===== src/rtl/fifo_wr_arbiter.sv =====
// fifo_wr_arbiter: round-robin write arbiter sharing one FIFO write port among NUM_REQ producers,
// with zero-latency accept and ownership bursts of up to MAX_BURST writes.
module fifo_wr_arbiter #(
  parameter int NUM_REQ   = 4,
  parameter int WIDTH     = 8,
  parameter int MAX_BURST = 4
) (
  input  logic                       clk,
  input  logic                       rst_n,
  input  logic [NUM_REQ-1:0]         req,
  input  logic [NUM_REQ*WIDTH-1:0]   req_data,
  output logic [NUM_REQ-1:0]         gnt,
  output logic                       fifo_wr_en,
  output logic [WIDTH-1:0]           fifo_din,
  input  logic                       fifo_full
);
  localparam int IW = $clog2(NUM_REQ);
  localparam int CW = $clog2(MAX_BURST + 1);
  localparam logic [CW-1:0] LAST_CNT = CW'(MAX_BURST - 1);
  logic          r_owner_valid;
  logic [IW-1:0] r_owner;
  logic [IW-1:0] r_last;
  logic [CW-1:0] r_cnt;
  logic          w_burst;
  logic          w_any;
  logic          w_go;
  logic [IW-1:0] w_win;
  logic [IW-1:0] w_sel;
  // owner always equals last while owned, so one scan from last+1 covers early release too
  always_comb begin
    w_any = 1'b0;
    w_win = '0;
    for (int k = NUM_REQ; k >= 1; k--) begin
      if (req[(int'(r_last) + k) % NUM_REQ]) begin
        w_any = 1'b1;
        w_win = IW'((int'(r_last) + k) % NUM_REQ);
      end
    end
  end
  assign w_burst    = r_owner_valid & req[r_owner];
  assign w_go       = rst_n & ~fifo_full & (w_burst | w_any);
  assign w_sel      = w_burst ? r_owner : w_win;
  assign gnt        = w_go ? (NUM_REQ'(1) << w_sel) : '0;
  assign fifo_wr_en = w_go;
  assign fifo_din   = w_go ? req_data[w_sel*WIDTH +: WIDTH] : '0;
  always_ff @(posedge clk or negedge rst_n) begin
    if (!rst_n) begin
      r_owner_valid <= 1'b0;
      r_owner       <= '0;
      r_last        <= IW'(NUM_REQ - 1);
      r_cnt         <= '0;
    end else if (w_go && w_burst) begin
      r_owner_valid <= r_cnt != LAST_CNT;
      r_cnt         <= (r_cnt == LAST_CNT) ? '0 : r_cnt + CW'(1);
    end else if (w_go) begin
      r_last        <= w_win;
      r_owner       <= w_win;
      r_cnt         <= CW'(1);
      r_owner_valid <= MAX_BURST > 1;
    end else if (!fifo_full && r_owner_valid && !req[r_owner]) begin
      r_owner_valid <= 1'b0;
    end
  end
endmodule


===== config.mk =====
export PLATFORM = sky130hd
export DESIGN_NAME = fifo_wr_arbiter
export DESIGN_NICKNAME = d
export VERILOG_FILES = /design/src/rtl/fifo_wr_arbiter.sv
export SDC_FILE = /design/constraint.sdc
export NUM_CORES = 1
export LEC_CHECK = 0
export ABC_CLOCK_PERIOD_IN_PS = 7200
export BUFFER_PORTS_ARGS = -buffer_cell sky130_fd_sc_hd__buf_4
export CAP_MARGIN = 20
export CORE_MARGIN = 1.5
export CORE_UTILIZATION = 28
export CTS_CLUSTER_DIAMETER = 40
export CTS_CLUSTER_SIZE = 12
export DETAILED_ROUTE_END_ITERATION = 16
export PLACE_DENSITY = 0.61
export SLEW_MARGIN = 20
export SYNTH_ARGS = -nofsm -noshare
export SYNTH_HDL_FRONTEND = slang
export SYNTH_SLANG_ARGS = --single-unit

===== constraint.sdc =====
create_clock -name clk -period 7.2 [get_ports clk]
set_input_delay 1.44 -clock clk [delete_from_list [all_inputs] [get_ports clk]]
set_output_delay 1.44 -clock clk [all_outputs]
set_load 0.05 [all_outputs]

==> run summary <==
Outcome = completed
Post-DR wirelength/cell = 12.2 microns
Slew Limit Headroom = 45.1%
CP cell instances = buf_4 > mux2_4 > o2bb2ai_1 > and2_1 > or4b_1 > o22ai_1 > buf_4
RSZ-0062 raised after global routing = no
Req. time, crit path = 5.76 ns
Via density = 4.99
H-tree Lvls = 1
Final GP Congestion = 0.786
Hold buffer count at CTS = 0
Yosys top cell area share = 22.4%
Die width = 59.5 microns
All-Layer GR Usage = 12.7%
Routed wl met3 = 221 microns
Global-route wire length before repair = 3510 microns
Antenna diodes = 0
Syn Inst Count = 104
Count leader, synth = mux2i_1
Congestion Overflow GR = 0
Distinct cells, synth = 34
Most used DFF post-synth = dfrtp_1
Period minus WS final = 4.90 ns
Clk buf depth = 2
Fin. Hold Viols = 0
Post-synth EDFFs = 0
Area Growth Syn to Fin = 50.4%
Detailed Place HPWL = 1890 microns
Syn_nets = 144
Total CTS buffers = 3
Pleak = 0.645 nW
Setup violators final = 0
Fin. max-slew vios = 0
Pin count of the biggest net entering global routing = 21
Ports = 52
Synthesized area = 893 sq um
Number of global-route vias before repair = 833
Chip height = 59.5 microns
Number of remaining DRC errors = 0
Input/output buffers = 51
Worst path max stage delay = 0.67 ns
Setup Buffers After CTS = 0
Clk_lat worst skew = 0.26 ns
Final WS setup = 2.30 ns
Ys async rst share = 100%
Synthesis warning total = 0
Sw Ratio = 49.8%
Met1 Wirelength = 1020 microns
Syn avg cell area = 8.59 sq um
Met2 WL = 1140 microns
Clk slew on worst S/H paths = 0.05 ns
Core area = 3050 sq um
Kind of critical path = in -> out
Initial DRC Count = 20
TritonCTS clock tree = done
Post-synth top area cell = mux2i_1
CTS sink cnt = 8
Placement Setup Slack = 2.23 ns
Final Cell Area = 1340 sq um
Max Freq = 204 MHz
WP data arrival = 3.46 ns
Worst Setup Start Kind = primary input
PostCTS Resize Cnt = 0
Yosys reg bits = 8
Power share of the clock group = 7.9%
Max VDD drop = 173 uV
CP max-delay cell = or4b_1
Crit-path max FO = 10
Hold Crit Class = reg -> reg
1st-pass router iterations = 4
Routed Antenna Nets = 0
Top post-synthesis cells by count = mux2i_1, nor2b_1, o22ai_1
Core Util, Final = 44.0%
Reg power frac = 21.2%
Combinational power share = 70.9%
Nets = 195
Top layer used by detailed routing = met4
Placed cell areas = 1310 sq um
Via count = 988
Row cnt = 20
Internal Power = 231 uW
Number of max-cap violations = 0
Layout cells sized above 1 = 42.2%
Net Sw Power = 229 uW
Aggregate negative setup slack = 0 ns
Die area = 3540 sq um
Top post-synthesis cells by area = mux2i_1, dfrtp_1, dfstp_2, nor2b_1, o22ai_1
Clk root buf = clkbuf_4
Setup Skew = 0.0130 ns
Initial core utilization = 29.3%
Hold Path Depth = 1
Final wirelength = 2410 microns
Number of antenna violations at the first check in global routing = 0
CP dominant cell by count = buf_4
CP endpoint kind = output pin
Final worst path period share = 68.1%
Tightest Pin Transition = 0.820 ns
Pwr/cell area = 342 nW/um^2
Register area share after synthesis = 22.7%
R2R cell count = 5
==> cell type report <==
| type | count | area [sq um] |
|---|---|---|
| clock buffers | 4 | 26.3 |
| flip-flops and latches | 8 | 203 |
| inverters | 3 | 11.3 |
| multi-input cells | 87 | 654 |
| well taps | 44 | 55.1 |
| repair buffers | 52 | 394 |
| fillers | 314 | 1710 |
==> layer usage <==
metal  GRT usage [%]  vias up
li1                -      501
met1            15.8      446
met2            21.7       38
met3            3.06        3
met4            3.90        0
met5               0        -
==> worst max-delay path: cells and delay by family <==
| family | cells | cell delay, ns |
|---|---|---|
| simple gates | 2 | 0.88 |
| mux | 1 | 0.29 |
| compound gates | 2 | 0.48 |
| buf+inv | 2 | 0.38 |
==> final timing paths <==
path                       startpoint          end  slack, ns
setup / recovery               req[0]  fifo_din[1]       2.30
hold / removal               r_cnt[1]     r_cnt[1]       0.49
setup reg to reg            r_last[1]     r_cnt[0]       4.95
hold reg to reg              r_cnt[1]     r_cnt[1]       0.49
max in group asynchronous       rst_n    r_last[0]       5.99
min in group asynchronous       rst_n     r_cnt[0]       0.99
==> flip-flops by register name, summed over array words and instances (netlist names) <==
register       count
r_cnt              3
r_last             2
r_owner            2
r_owner_valid      1
==> per-stage QoR <==
step / cells / power [mW] / hold WS [ns]
2_1_floorplan: 104 / 0.342 / 0.458
3_3_place_gp: 193 / 0.413 / 0.472
3_5_place_dp: 193 / 0.419 / 0.483
4_1_cts: 197 / 0.458 / 0.494
5_1_grt: 198 / 0.495 / 0.525
6_report: 198 / 0.460 / 0.490
==> power by group through the flow <==
stage               registers, mW  logic, mW  clock network (mW)
floorplan                  0.0787      0.263                   0
finish                     0.0975      0.326              0.0364
detailed placement         0.0971      0.322                   0
global placement           0.0966      0.316                   0
CTS                        0.0965      0.323              0.0389
global route                0.101      0.352              0.0419
==> cell families (layout without fill, tap and decap cells) <==
kind of cell               Yosys count  in the layout  share of synthesized area [%]
muxes                               24             24                           27.9
DFF                                  8              8                           22.7
AOI/OAI and AO/OA                   30             30                           23.5
adders and majority gates            1              1                           1.40
and+or+nand+nor                     32             32                           20.0
buffers and inverters                9             59                           4.48
==> cells in the final DEF, fill, tap and decap left out, types with 2 or more instances in the layout <==
master,n
buf_4,51
o2bb2ai_1,2
o21ai_0,5
dfrtp_1,6
nor2b_1,8
o22ai_1,8
dfstp_2,2
nand2_1,7
clkbuf_4,3
nand2b_1,3
nor2_1,5
inv_1,3
nor4_1,2
mux2_2,3
a211oi_1,3
mux2i_1,20
and2_1,2
or3b_2,2
Note: power is estimated with default switching activity, not from simulation.
